**src/rtl/sram_master_pkg.sv**
```systemverilog
// Shared encodings for the SRAM request controller: access sizes, FSM states
// and the default implemented depth.
package sram_master_pkg;
  localparam int unsigned MEM_WORDS_DEF = 16384;

  localparam logic [1:0] SZ_BYTE = 2'd0;
  localparam logic [1:0] SZ_HALF = 2'd1;
  localparam logic [1:0] SZ_WORD = 2'd2;

  typedef enum logic [2:0] {
    ST_IDLE,
    ST_RD,
    ST_RD_WAIT,
    ST_WR,
    ST_RESP
  } state_e;
endpackage

```
**src/rtl/sram_lane.sv**
```systemverilog
// Byte/half lane logic: extracts and extends load data from a word, and merges
// sub-word store data into a word for read-modify-write.
module sram_lane import sram_master_pkg::*; (
  input  logic [31:0] word,
  input  logic [1:0]  addr_lo,
  input  logic [1:0]  size,
  input  logic        sgn,
  input  logic [15:0] wdata,
  output logic [31:0] ext,
  output logic [31:0] merged
);
  logic [7:0]  b;
  logic [15:0] h;

  always_comb begin
    b      = word[{addr_lo, 3'b000} +: 8];
    h      = addr_lo[1] ? word[31:16] : word[15:0];
    ext    = word;
    merged = word;
    case (size)
      SZ_BYTE: begin
        ext = {{24{sgn & b[7]}}, b};
        merged[{addr_lo, 3'b000} +: 8] = wdata[7:0];
      end
      SZ_HALF: begin
        ext = {{16{sgn & h[15]}}, h};
        merged[{addr_lo[1], 4'b0000} +: 16] = wdata[15:0];
      end
      default: ;
    endcase
  end
endmodule

```
**src/rtl/sram_master.sv**
```systemverilog
// Single-outstanding load/store controller for a 32-bit word SRAM with a
// one-cycle registered read; sub-word stores are done as read-modify-write.
module sram_master import sram_master_pkg::*; #(
  parameter int unsigned MEM_WORDS = MEM_WORDS_DEF
) (
  input  logic        clk,
  input  logic        rst,
  input  logic        req_valid,
  output logic        req_ready,
  input  logic        req_we,
  input  logic [1:0]  req_size,
  input  logic        req_signed,
  input  logic [17:0] req_addr,
  input  logic [31:0] req_wdata,
  output logic        rsp_valid,
  input  logic        rsp_ready,
  output logic [31:0] rsp_rdata,
  output logic        rsp_err,
  output logic        mem_rd_en,
  output logic        mem_wr_en,
  output logic [15:0] mem_addr,
  output logic [31:0] mem_wdata,
  input  logic [31:0] mem_rdata
);
  state_e      state_q, state_d;
  logic        we_q, we_d;
  logic [1:0]  size_q, size_d;
  logic        sgn_q, sgn_d;
  logic [17:0] addr_q, addr_d;
  logic [15:0] wdata_q, wdata_d;
  logic [31:0] mem_wdata_q, mem_wdata_d;
  logic [31:0] rdata_q, rdata_d;
  logic        err_q, err_d;
  logic [31:0] ld_ext, st_merged;
  logic        req_bad;

  // One lane instance serves both paths; it always looks at the raw SRAM
  // output, which is only meaningful during RD_WAIT.
  sram_lane u_lane (
    .word   (mem_rdata),
    .addr_lo(addr_q[1:0]),
    .size   (size_q),
    .sgn    (sgn_q),
    .wdata  (wdata_q),
    .ext    (ld_ext),
    .merged (st_merged)
  );

  assign req_ready = (state_q == ST_IDLE);
  assign mem_rd_en = (state_q == ST_RD);
  assign mem_wr_en = (state_q == ST_WR);
  assign rsp_valid = (state_q == ST_RESP);
  assign mem_addr  = addr_q[17:2];
  assign mem_wdata = mem_wdata_q;
  assign rsp_rdata = rdata_q;
  assign rsp_err   = err_q;

  always_comb begin
    req_bad = (req_size == 2'd3)
           || (req_size == SZ_HALF && req_addr[0])
           || (req_size == SZ_WORD && req_addr[1:0] != 2'b00)
           || (32'(req_addr[17:2]) >= MEM_WORDS);
  end

  always_comb begin
    state_d     = state_q;
    we_d        = we_q;
    size_d      = size_q;
    sgn_d       = sgn_q;
    addr_d      = addr_q;
    wdata_d     = wdata_q;
    mem_wdata_d = mem_wdata_q;
    rdata_d     = rdata_q;
    err_d       = err_q;
    case (state_q)
      ST_IDLE: if (req_valid) begin
        we_d    = req_we;
        size_d  = req_size;
        sgn_d   = req_signed;
        addr_d  = req_addr;
        wdata_d = req_wdata[15:0];
        rdata_d = '0;
        err_d   = req_bad;
        if (req_bad) begin
          state_d = ST_RESP;
        end else if (req_we && req_size == SZ_WORD) begin
          mem_wdata_d = req_wdata;
          state_d     = ST_WR;
        end else begin
          state_d = ST_RD;
        end
      end
      ST_RD:      state_d = ST_RD_WAIT;
      ST_RD_WAIT: begin
        if (we_q) begin
          mem_wdata_d = st_merged;
          state_d     = ST_WR;
        end else begin
          rdata_d = ld_ext;
          state_d = ST_RESP;
        end
      end
      ST_WR:   state_d = ST_RESP;
      ST_RESP: if (rsp_ready) state_d = ST_IDLE;
      default: state_d = ST_IDLE;
    endcase
  end

  always_ff @(posedge clk or negedge rst) begin
    if (!rst) begin
      state_q     <= ST_IDLE;
      we_q        <= 1'b0;
      size_q      <= 2'd0;
      sgn_q       <= 1'b0;
      addr_q      <= '0;
      wdata_q     <= '0;
      mem_wdata_q <= '0;
      rdata_q     <= '0;
      err_q       <= 1'b0;
    end else begin
      state_q     <= state_d;
      we_q        <= we_d;
      size_q      <= size_d;
      sgn_q       <= sgn_d;
      addr_q      <= addr_d;
      wdata_q     <= wdata_d;
      mem_wdata_q <= mem_wdata_d;
      rdata_q     <= rdata_d;
      err_q       <= err_d;
    end
  end
endmodule

```
**config.mk**
```make
export PLATFORM = sky130hd
export DESIGN_NAME = sram_master
export DESIGN_NICKNAME = d
export VERILOG_FILES = /design/src/rtl/sram_master_pkg.sv /design/src/rtl/sram_lane.sv /design/src/rtl/sram_master.sv
export SDC_FILE = /design/constraint.sdc
export NUM_CORES = 1
export LEC_CHECK = 0
export BUFFER_PORTS_ARGS = -buffer_cell sky130_fd_sc_hd__buf_2
export CAP_MARGIN = 20
export CORE_MARGIN = 8
export CORE_UTILIZATION = 48
export CTS_CLUSTER_SIZE = 40
export DETAILED_ROUTE_END_ITERATION = 10
export PLACE_DENSITY = 0.77
export SLEW_MARGIN = 20
export SYNTH_ARGS = -nofsm -noshare
export SYNTH_HDL_FRONTEND = slang
export SYNTH_SLANG_ARGS = --single-unit
```
**constraint.sdc**
```tcl
create_clock -name clk -period 2.4 [get_ports clk]
set_input_delay 0.36 -clock clk [delete_from_list [all_inputs] [get_ports clk]]
set_output_delay 0.36 -clock clk [all_outputs]
set_load 0.01 [all_outputs]
```
# After elaboration in Yosys (flattened, before gate mapping)
# Index checks and enable logic that the tools add are counted.
# classes
n_shift	5
magnitude_cmp	1
n_bitwise	2
mux	19
n_addsub	2
reduce_logical	14
n_eq_ne	14
# ops
cell	n
$pmux W32 S2	4
$mux W32	6
$bwmux W32	2
$shift A16 B7 Y32 const A	1
$shift A8 B7 Y32 const A	1
$shiftx A16 B7 Y32	1
$shiftx A32 B6 Y8	1
$shiftx A8 B7 Y32	1
$ge A16 B15 Y1 const B	1
$mux W16	1
$pmux W3 S5	1
$neg A5 Y7	2
$mux W3	4
$ne A2 B2 Y1 const B	4
$eq A3 B2 Y1 const B	2
$reduce_and A5 Y1	1
$eq A2 B1 Y1 const B	2
$eq A2 B2 Y1 const B	2
$ne A2 B1 Y1 const B	2
$reduce_and A2 Y1	2
$reduce_bool A2 Y1	2
$eq A3 B1 Y1 const B	1
$eq A3 B3 Y1 const B	1
$logic_and A1 B1 Y1	3
6 further kinds	9
# word_totals
regBits	106
word_cells	66

# Longest topological paths before layout
# Gate-level depths: netlist of run 1.
# depth
ltp_word	8
mapped_depth	9

# Modules after synthesis
# Synthesis of run 1 repeated with hierarchy kept, for this count alone.
# hier_totals
cells_unflattened	698
hier_area_um2	6548.8
# modules_own_cells
module	cells_each	seq_area_each_um2	instances	area_each_um2
sram_master	435	2652.5	1	4943.5
sram_lane	263	0.0	1	1605.3

# Worst setup path before layout of run 1
# Ideal clock, no wire load.
# synth_timing
path_kind	reg2reg
from	reg addr_q[1]
to	reg mem_wdata_q[17], in the netlist mem_wdata[17]
period_less_slack_ps	2320
slack_ps	80
arrival_ps	2189
stages_incl_launch_ff	10
path_cell_list	dfrtp_1 > buf_2 > inv_1 > clkbuf_1 > ha_1 > and3b_1 > clkbuf_1 > a32o_1 > a221oi_1 > o21ai_0
# synth_between
elab_chain_len	6
# synth_lines
element	line_no	text
start: declaration	sram_master.sv:29	logic [17:0] addr_q, addr_d;
start signal: assignment	sram_master.sv:125	addr_q <= addr_d;
$neg A5 Y7 (on tied branches)	sram_lane.sv:27, sram_lane.sv:23	
$shiftx A16 B7 Y32 (tied with other cells)	sram_lane.sv:27	merged[{addr_lo[1], 4'b0000} +: 16] = wdata[15:0];
$bwmux W32 (on tied branches)	sram_lane.sv:27, sram_lane.sv:23	
$pmux W32 S2 *	sram_lane.sv:20	case (size)
$mux W32 *	sram_master.sv:95	if (we_q) begin
$pmux W32 S2 *	sram_master.sv:75	case (state_q)
end signal: assignment	sram_master.sv:127	mem_wdata_q <= mem_wdata_d;
end: declaration	sram_master.sv:31	logic [31:0] mem_wdata_q, mem_wdata_d;
# Mark *: on every way between the ends. The rest lies on a longest branch, timed or not. The select of a mux whose other input is x is not followed.
# A chain may end at the register's enable or synchronous reset.

# Final worst setup path of run 1
# layout_timing
from	reg addr_q[1]
to	reg mem_wdata_q[21], in the netlist mem_wdata[21]
# Same word-level chain as after synthesis.

==> results of run 1 <==
## worst register-to-register path, cell delays in order (launching register included)
cell	delay, ns
dfrtp_2	0.43
inv_1	0.19
ha_1	0.34
and3b_1	0.31
a32o_1	0.29
a221oi_1	0.38
o21ai_0	0.15
## sequential cells by signal, summed over array words and instances (netlist names)
signal / cells
wdata_q: 16
size_q: 2
addr_q: 18
rsp_rdata: 32
rsp_err: 1
sgn_q: 1
we_q: 1
state_q: 3
mem_wdata: 32
## worst max-delay path by stage
stage / cells past startpoint / to / slack [ns]
6_report: 6 / mem_wdata[21] / 0.18
5_1_grt: 6 / mem_wdata[16] / 0.005
4_1_cts: 6 / mem_wdata[17] / 0.16
3_5_place_dp: 6 / mem_wdata[17] / 0.18
3_3_place_gp: 6 / mem_wdata[21] / 0.26
2_1_floorplan: 9 / mem_wdata[17] / 0.08
## cell families (layout without fill, tap and decap cells)
| logic type | after synthesis | in the layout | synth area share |
|---|---|---|---|
| adder cells (fa/ha/maj) | 5 | 5 | 0.00981 |
| flip-flops | 106 | 106 | 0.416 |
| AND/OR/NAND/NOR | 171 | 171 | 0.141 |
| buffers and inverters | 92 | 241 | 0.0704 |
| multiplexers | 50 | 50 | 0.102 |
| AO/OA/AOI/OAI | 234 | 234 | 0.261 |
## cells in the mapped netlist (all sizes together), types with 4 or more instances
| library cell | instances |
|---|---|
| o211ai | 4 |
| a221oi | 13 |
| nand2 | 53 |
| buf | 42 |
| mux2i | 8 |
| and2 | 5 |
| a221o | 20 |
| or3b | 8 |
| and3b | 4 |
| a32oi | 4 |
| nand3 | 5 |
| mux2 | 34 |
| o221ai | 11 |
| nor3b | 7 |
| ha | 5 |
| inv | 17 |
| a22oi | 4 |
| nand3b | 6 |
| a21oi | 41 |
| a22o | 15 |
| mux4 | 8 |
| clkbuf | 32 |
| a2111oi | 7 |
| nand2b | 7 |
| a32o | 19 |
| dfrtp | 106 |
| o21ai | 70 |
| nor3 | 7 |
| nor2b | 13 |
| nor2 | 49 |
| a31oi | 5 |
## through the flow
step | power (mW) | setup slack (ns)
2_1_floorplan | 6.61 | 0.0796
3_3_place_gp | 8.19 | 0.263
3_5_place_dp | 8.38 | 0.182
4_1_cts | 9.84 | 0.164
5_1_grt | 10.5 | 0.00525
6_report | 9.81 | 0.178
## routing by layer
metal / wire (um) / track usage
met5: 0 / 0
met4: 687 / 0.0964
met3: 2020 / 0.0705
met2: 10300 / 0.398
met1: 8930 / 0.315
## cell usage in the layout (no fill, tap or decap), drive strengths merged, types with 6 or more instances in the layout
cell type,n
nand2,53
mux2i,8
a21oi,41
buf,206
clkbuf,10
or3b,8
o221ai,11
a221o,20
nor2b,13
a221oi,13
nor3,7
inv,18
a22o,15
o21ai,70
mux2,34
nand2b,7
mux4,8
dfrtp,106
nor2,49
a2111oi,7
nor3b,7
nand3b,6
a32o,19
## power by group through the flow
stage / Clock (mW) / Sequential [mW] / Combinational [mW]
2_1_floorplan: 0 / 3.25 / 3.36
3_3_place_gp: 0 / 3.20 / 4.98
3_5_place_dp: 0 / 3.26 / 5.12
4_1_cts: 1.46 / 3.23 / 5.15
5_1_grt: 1.51 / 3.34 / 5.61
6_report: 1.43 / 3.24 / 5.14
## repair_timing
action                                  4_1_cts  5_1_grt
endpoints found under the hold margin        33        0
hold buffers                                  1        0
endpoints found under the setup margin        0        0
setup buffers                                 0        0
## final cells by class
cell class | count | area share
multi-input combinational | 460 | 0.430
clock inverter | 6 | 0.00667
timing repair buffer | 207 | 0.151
clock buffer | 10 | 0.0298
inverter | 18 | 0.00879
tap | 176 | 0.0286
sequential | 106 | 0.345
==> key figures, run 1 <==
Global routing
  • Vias in the first global route: 6282
  • First-pass GRT wire length: between 30000 and 40000 um
  • Global route overflow: 0
  • Largest net degree at the start of global routing: 60
  • GR Util All Layers: 0.250
  • Initial antenna violation count: 0

Clocking
  • H-tree depth: 3
  • Clk sinks: between 100 and 150
  • CTS tree: done
  • Clock Tree Root: clkbuf_16
  • CTS Buf Count: 9
  • Worst-path clk slew: 0.08 ns
  • Clock Latency Late Sink: between 0.3 and 0.4 ns
  • # resized after CTS: 0
  • Clock buffer depth: 2

Setup path
  • R2r setup slk: 0.18 ns
  • Worst r2r path cells: 6
  • CP max stage delay: 0.43 ns
  • WP data arrival: 2.45 ns
  • Worst Setup SP: addr_q[1]
  • CP max-delay cell: dfrtp_2
  • Crit-path cells: inv_1, ha_1, and3b_1, a32o_1, a221oi_1, o21ai_0
  • Critical path buffer and inverter count: 1
  • CP required: 2.63 ns
  • Crit Path Category: reg -> reg
  • Reg2reg end: mem_wdata[21]
  • CP startpoint kind: flop
  • Worst Setup End Kind: flop
  • R2r startpoint: addr_q[1]
  • Crit-path leading delay family: compound AO/OA/AOI/OAI gates
  • CP max FO: 8

Timing
  • Fin crit share: 0.926
  • Rel. slew slack: 0.445
  • Count of final setup violators: 0
  • Hold slack: approximately 0.22 ns
  • Least-Margin Pin Slew: 0.829 ns
  • Fin crit period: 2.22 ns
  • Total negative setup slack: 0 ns
  • Slew Viols, Final: 0
  • RSZ-0062 raised after global routing: no
  • Final Hold Fails: 0
  • Max frequency: 450 MHz
  • Final Skew: 0.00842 ns

Drt
  • Via density per instance: 6.21
  • Post-route ant nets: 0
  • Via count: around 6000
  • TritonRoute pass-1 iters: 6
  • Iter 0 DRT Violations: 743
  • Drt total wl: 22000 um
  • Routed length per instance: 22.3 um
  • Drt drc: 0

Placement
  • RePlAce Congestion: about 0.93
  • Placed cell count: 966
  • Post-DP HPWL: 16300 um
  • PortBufs: 174
  • Placed cell area: 7400 um^2

Worst hold path
  • Hold EP: addr_q[8]
  • Hold path startpoint: req_addr[8]
  • Hold Path Stages: 2
  • Worst hold path type: in -> reg

Pwr
  • Clk network pwr share: 0.146
  • Worst IR drop on VDD: 0.723 mV
  • Int Power: ~5.5 mW
  • Switching Fraction: 0.441
  • Comb power frac: 0.524
  • NetSw: 4.32 mW
  • Reg power frac: 0.330
  • Pleak: 3.53 nW
  • Pwr dens: 1280 nW/um^2

Synthesis
  • Primary FF master, synth: dfrtp_1
  • Synthesized area: roughly 6400 um^2
  • Post-synth cell types: 58
  • Cells after synthesis: 658
  • Synth area leader: dfrtp_1
  • Dominant cells by area after synthesis: dfrtp_1 (42%), mux2_2 (6.0%), o21ai_0 (5.4%)
  • YS warnings: 0
  • Seq cells post-synth: 106
  • Seq/Total Area, Yosys: 0.416
  • Mapped Avg Cell Area: slightly below 10 um^2
  • Synthesized net count: between 700 and 800
  • Number of flops mapped to enable cells by yosys: 0
  • Synth top area share: 0.416
  • Post-synth ARST share: 1.00

Layout
  • Share of post-route cells with drive strength above 1: 0.344
  • Final core occ: 0.585
  • Nets@finish: ~900
  • Multi-input gate area: 3300 um^2
  • ANT cells: 0
  • Layout area overhead: 20.5%
  • Final std cell area, no fill: 7690 um^2
  • Seq. cell area: approximately 2700 um^2
  • Fill cells: 1178
  • Finished Layout Cells: slightly below 1000

Die
  • Die width: 131 um
  • Die Ht: 131 um
  • Core area: 13100 um^2
  • # rows: 42
  • Initial core utilization: 0.486
  • Die area: 17200 um^2
  • I/O pin count: ~180

Flow run
  • Max Cap Viol: 0

Status
  • Status: finished, final reports clean
Note: power is estimated with default switching activity, not from simulation.
==> run 2: changes to the inputs <==
==> constraint.sdc (replaced) <==
create_clock -name clk -period 2.4 [get_ports clk]
set_input_delay 0 -clock clk [delete_from_list [all_inputs] [get_ports clk]]
set_output_delay 0 -clock clk [all_outputs]
set_load 0.01 [all_outputs]
==> run 2 against run 1 <==
Effect of this change: the run now ends with negative hold slack left; core utilization grew 5.1 points; sequential power is essentially flat; largest cell class unchanged; flip-flop and latch count is the same; via count grew 5.1%; final cell count grew 6.9%; critical endpoint is now rsp_rdata[20]; highest routed layer unchanged; register-to-register slack gained 0.02 ns; non-clock buffer count grew 66.
==> key figures, run 2 (same netlist as run 1, synthesis figures left out) <==
Placement
  • PortBufs: 174
  • RePlAce Congestion: slightly above 0.9
  • Placed cell area: 7390 um^2
  • Post-DP HPWL: about 16000 um

Layout
  • Final std cell area, no fill: 8360 um^2
  • Nets@finish: 963
  • Multi-input gate area: 3300 um^2
  • Commonest non-fill, non-tap cell in the layout: buf_2
  • Seq. cell area: 2650 um^2
  • Most frequent cells in the layout: buf_2 (173), dfrtp_1 (105), o21ai_0 (69)
  • Layout area overhead: 31.0%
  • Share of post-route cells with drive strength above 1: 0.321
  • Fill cells: ~1100

Pwr
  • Pwr dens: 1190 nW/um^2
  • Reg power frac: 0.325
  • Pleak: 3.81 nW
  • Clk network pwr share: 0.150
  • NetSw: 4.38 mW
  • Worst IR drop on VDD: 0.775 mV
  • Comb power frac: 0.524
  • Switching Fraction: 0.439
  • Int Power: between 5 and 6 mW

Timing
  • Count of final setup violators: 0
  • Fin crit share: 0.919
  • Least-Margin Pin Slew: 0.857 ns
  • Max frequency: about 450 MHz
  • Rel. slew slack: 0.426
  • Hold slack: -0.00561 ns
  • Total negative setup slack: 0 ns
  • Fin crit period: 2.21 ns
  • RSZ-0062 raised after global routing: no
  • Final Skew: 0.00919 ns
  • Final Hold Fails: 1
  • Slew Viols, Final: 0

Setup path
  • Crit-path cells: nor2b_1, a22oi_4, nor4b_4, a221o_1
  • CP max stage delay: 0.77 ns
  • CP max-delay cell: nor4b_4
  • Critical path buffer and inverter count: 0
  • Crit-path leading delay family: simple AND/OR/NAND/NOR gates
  • Worst Setup End Kind: flop
  • CP max FO: 16
  • Crit Path Category: reg -> reg
  • CP required: 2.69 ns
  • WP data arrival: 2.50 ns
  • CP startpoint kind: flop

Die
  • Initial core utilization: 0.486
  • # rows: 42
  • Die area: 17200 um^2
  • Core area: 13100 um^2
  • I/O pin count: 175
  • Die width: 131 um
  • Die Ht: 131 um

Clocking
  • Worst-path clk slew: 0.07 ns
  • Clock Latency Late Sink: 0.37 ns
  • Clock Tree Root: clkbuf_16
  • Clk sinks: 106
  • Clock buffer depth: 2
  • Post-CTS setup buffer count: 0
  • H-tree depth: 3
  • # resized after CTS: 0
  • CTS Buf Count: 9
  • CTS tree: done
  • Post-CTS Hold Buffers: 65

Drt
  • Drt total wl: ~23000 um
  • Via count: around 6400
  • Iter 0 DRT Violations: 642
  • Drt drc: 0
  • Post-route ant nets: 0
  • Via density per instance: 6.10
  • TritonRoute pass-1 iters: 5
  • Routed length per instance: ~22 um

Worst hold path
  • Worst hold path type: in -> reg

Global routing
  • Vias in the first global route: 6415
  • Initial antenna violation count: 0
  • First-pass GRT wire length: 36400 um
  • GR Util All Layers: 0.259
  • Largest net degree at the start of global routing: 52
  • Global route overflow: 0

Flow run
  • Max Cap Viol: 0

Status
  • Failing checks: negative hold slack
  • Status: finished, violations left
==> run 2: cell count changes in the layout (fill, tap and decap cells not counted), sizes merged <==
cell / previous run / this run
diode: 0 / 2
buf: 206 / 207
clkinv: 5 / 2
dlygate4sd3: 1 / 66
clkbuf: 10 / 11
inv: 18 / 20
==> run 2: stage by stage <==
stage	power [mW]	worst slack (ns)	instances	util	hold WS, ns
2_1_floorplan	6.61	0.0796	658	-	-0.296
3_3_place_gp	8.20	0.287	967	0.563	0.0472
3_5_place_dp	8.35	0.243	967	0.563	0.0626
4_1_cts	9.93	0.231	1048	0.635	0.00189
5_1_grt	10.6	0.0240	1049	0.636	0.0119
6_report	9.98	0.195	1051	0.636	-0.00561
==> run 2: worst reg2reg max path, stage by stage (launching register included) <==
cell and delay (ns):
dfrtp_1 0.65, nor2b_1 0.35, a22oi_4 0.13, nor4b_4 0.78, a221o_1 0.23
==> run 2: final cells by class <==
| cell class | count | area share |
|---|---|---|
| repair buffers | 273 | 0.216 |
| well taps | 176 | 0.0264 |
| inverters | 18 | 0.00809 |
| clock inverters | 5 | 0.00539 |
| diodes | 2 | 0.000599 |
| flip-flops and latches | 106 | 0.318 |
| multi-input cells | 460 | 0.395 |
| clock buffers | 11 | 0.0302 |
==> run 2: path summary, 6_finish.rpt <==
path / cells after the start / to / slack, ns / start
max in group asynchronous: 3 / rsp_rdata[10] / 1.52 / rst
worst max register to register: 4 / rsp_rdata[20] / 0.19 / size_q[0]
worst max-delay path: 4 / rsp_rdata[20] / 0.19 / size_q[0]
min in group asynchronous: 2 / mem_wdata[6] / 0.19 / rst
worst min-delay path: 4 / mem_wdata[31] / -0.006 / req_wdata[31]
worst min register to register: 2 / mem_wdata[1] / 0.48 / mem_wdata[1]
==> run 2: power by group through the flow <==
stage / Clock (mW) / Sequential, mW / Combinational (mW)
floorplan: 0 / 3.25 / 3.36
global placement: 0 / 3.22 / 4.98
finish: 1.50 / 3.25 / 5.23
detailed placement: 0 / 3.25 / 5.10
global route: 1.58 / 3.34 / 5.69
CTS: 1.51 / 3.23 / 5.19
==> run 2: layer usage <==
metal	global-route usage	up-vias	wire length (um)
li1	-	2891	-
met5	0	-	0
met4	0.0964	0	689
met3	0.0617	57	1880
met2	0.440	349	11200
met1	0.314	3117	9170
==> run 3: changes to the inputs <==
CORE_MARGIN = unset   (was 8)
PLACE_DENSITY = unset   (was 0.77)
PLACE_DENSITY_LB_ADDON = 0.08   (was unset)
==> run 3 against run 2 <==
Effect of this change: the run now ends clean; register-to-register slack worse by 0.03 ns; largest cell class unchanged; core utilization is 1.7 points higher; final area is 0.12% lower.
==> key figures, run 3 (same netlist as run 1, synthesis figures left out) <==
Setup path
  • Worst Setup SP: size_q[1]
  • Critical path destination: rsp_rdata[5]
  • CP max stage delay: 0.82 ns
  • CP startpoint kind: flop
  • WP data arrival: 2.54 ns
  • R2r setup slk: between 0.15 and 0.2 ns
  • Crit Path Category: reg -> reg
  • CP max FO: 15
  • R2r startpoint: size_q[1]
  • CP required: 2.70 ns
  • Worst r2r path cells: 4
  • Worst Setup End Kind: flop
  • Crit-path cells: or2_2, nor2_1, a2111oi_0, a21o_1
  • CP max-delay cell: a2111oi_0
  • Reg2reg end: rsp_rdata[5]

Clocking
  • Clock Tree Root: clkbuf_16
  • H-tree depth: 3
  • Clk sinks: between 100 and 150
  • Clock buffer depth: 2
  • Worst-path clk slew: about 0.070 ns
  • CTS Buf Count: 9
  • Clock Latency Late Sink: 0.36 ns
  • CTS tree: done
  • Post-CTS setup buffer count: 0

Layout
  • Fill cells: 1029
  • Nets@finish: 966
  • Multi-input gate area: 3300 um^2
  • Final core occ: 0.653
  • Most frequent cells in the layout: buf_2 (173), dfrtp_1 (105), o21ai_0 (69)
  • Seq. cell area: ~2700 um^2
  • Layout area overhead: 30.8%
  • ANT cells: 0
  • Finished Layout Cells: 1048
  • Share of post-route cells with drive strength above 1: 0.325
  • Commonest non-fill, non-tap cell in the layout: buf_2

Flow run
  • Max Cap Viol: 0

Die
  • Initial core utilization: 0.499
  • Die area: 13800 um^2
  • # rows: 41
  • I/O pin count: about 180
  • Core area: 12800 um^2
  • Die Ht: 117 um
  • Die width: 117 um

Pwr
  • Reg power frac: 0.329
  • NetSw: 4.39 mW
  • Pwr dens: 1200 nW/um^2
  • Switching Fraction: 0.438
  • Comb power frac: 0.526
  • Pleak: 3.83 nW
  • Int Power: 5.64 mW
  • Worst IR drop on VDD: 0.696 mV
  • Clk network pwr share: 0.145

Global routing
  • GR Util All Layers: 0.333
  • First-pass GRT wire length: 34000 um
  • Vias in the first global route: 6212
  • Initial antenna violation count: 0
  • Largest net degree at the start of global routing: 55
  • Global route overflow: 0

Drt
  • Top sig layer: met4
  • Via count: 6372
  • Drt drc: 0
  • Post-route ant nets: 0
  • TritonRoute pass-1 iters: 7
  • DR WL met3: 1670 um
  • Iter 0 DRT Violations: 662
  • Routed length per instance: 21.1 um
  • M1 WL: approximately 9500 um
  • Drt total wl: 22100 um
  • Met2 wire length: 10400 um
  • Via density per instance: 6.08

Timing
  • RSZ-0062 raised after global routing: no
  • Least-Margin Pin Slew: 0.924 ns
  • Fin crit share: 0.933
  • Rel. slew slack: 0.368
  • Slew Viols, Final: 0
  • Total negative setup slack: 0 ns
  • Final Skew: 0.00664 ns
  • Fin crit period: 2.24 ns
  • Max frequency: 447 MHz
  • Count of final setup violators: 0
  • Final Hold Fails: 0

Placement
  • Post-DP HPWL: 15700 um
  • RePlAce Congestion: between 0.9 and 1
  • PortBufs: 174
  • Placed cell count: between 900 and 1000

Status
  • Status: finished, final reports clean

Worst hold path
  • Worst hold path type: in -> reg
[run 3: changes by cell type in the layout (fill, tap and decap cells not counted), sizes merged]
| cell | change |
|---|---|
| diode | -2 |
| inv | -1 |
| dlygate4sd3 | -2 |
| clkinv | +2 |
| clkinvlp | -1 |
| buf | +5 |
[run 3: area by class of cell]
cell class,instances,area share
multi-input combinational,460,0.396
sequential,106,0.318
timing repair buffer,276,0.218
clock buffer,11,0.0303
tap,172,0.0258
inverter,18,0.00810
clock inverter,5,0.00435
[run 3: worst max-delay path: cells and delay by family, from the launching register on]
family          cells  cell delay [ns]
flops               1             0.71
simple gates        2             0.50
compound gates      2             0.95
[run 3: timing repair]
| action | 4_1_cts | 5_1_grt |
|---|---|---|
| gates resized for setup | 0 | 1 |
| setup endpoints to repair | 0 | 1 |
| endpoints found under the hold margin | 126 | 0 |
| hold buffers | 64 | 0 |
[run 3: worst min path at each step]
stage	start	endpoint	cells past startpoint
2_1_floorplan	rst	addr_q[0]	0
3_3_place_gp	rst	rsp_rdata[21]	1
3_5_place_dp	rst	rsp_rdata[19]	1
4_1_cts	req_wdata[31]	mem_wdata[31]	4
5_1_grt	mem_rdata[29]	rsp_rdata[29]	2
6_report	mem_rdata[29]	rsp_rdata[29]	2
[run 3: per-layer routing]
layer / GRT usage / vias up
li1: - / 2884
met1: 0.455 / 3134
met2: 0.522 / 319
met3: 0.0649 / 35
met4: 0.131 / 0
met5: 0 / -
[run 3: power groups by stage]
stage               sequential, mW  clock [mW]  combinational, mW
floorplan                     3.25           0               3.36
global placement              3.26           0               4.99
detailed placement            3.30           0               5.11
CTS                           3.28        1.49               5.21
global route                  3.38        1.56               5.77
finish                        3.30        1.46               5.27
[run 3: through the flow]
| step | power, mW | hold WS (ns) | setup WS [ns] | cell area, um^2 |
|---|---|---|---|---|
| finish | 10.0 | 0.0142 | 0.160 | 8350 |
| global route | 10.7 | 0.00195 | 0.0539 | 8350 |
| CTS | 9.98 | 0.000896 | 0.158 | 8340 |
| detailed placement | 8.41 | 0.100 | 0.174 | 7410 |
| global placement | 8.25 | 0.0961 | 0.251 | 7410 |
| floorplan | 6.61 | -0.296 | 0.0796 | 6380 |
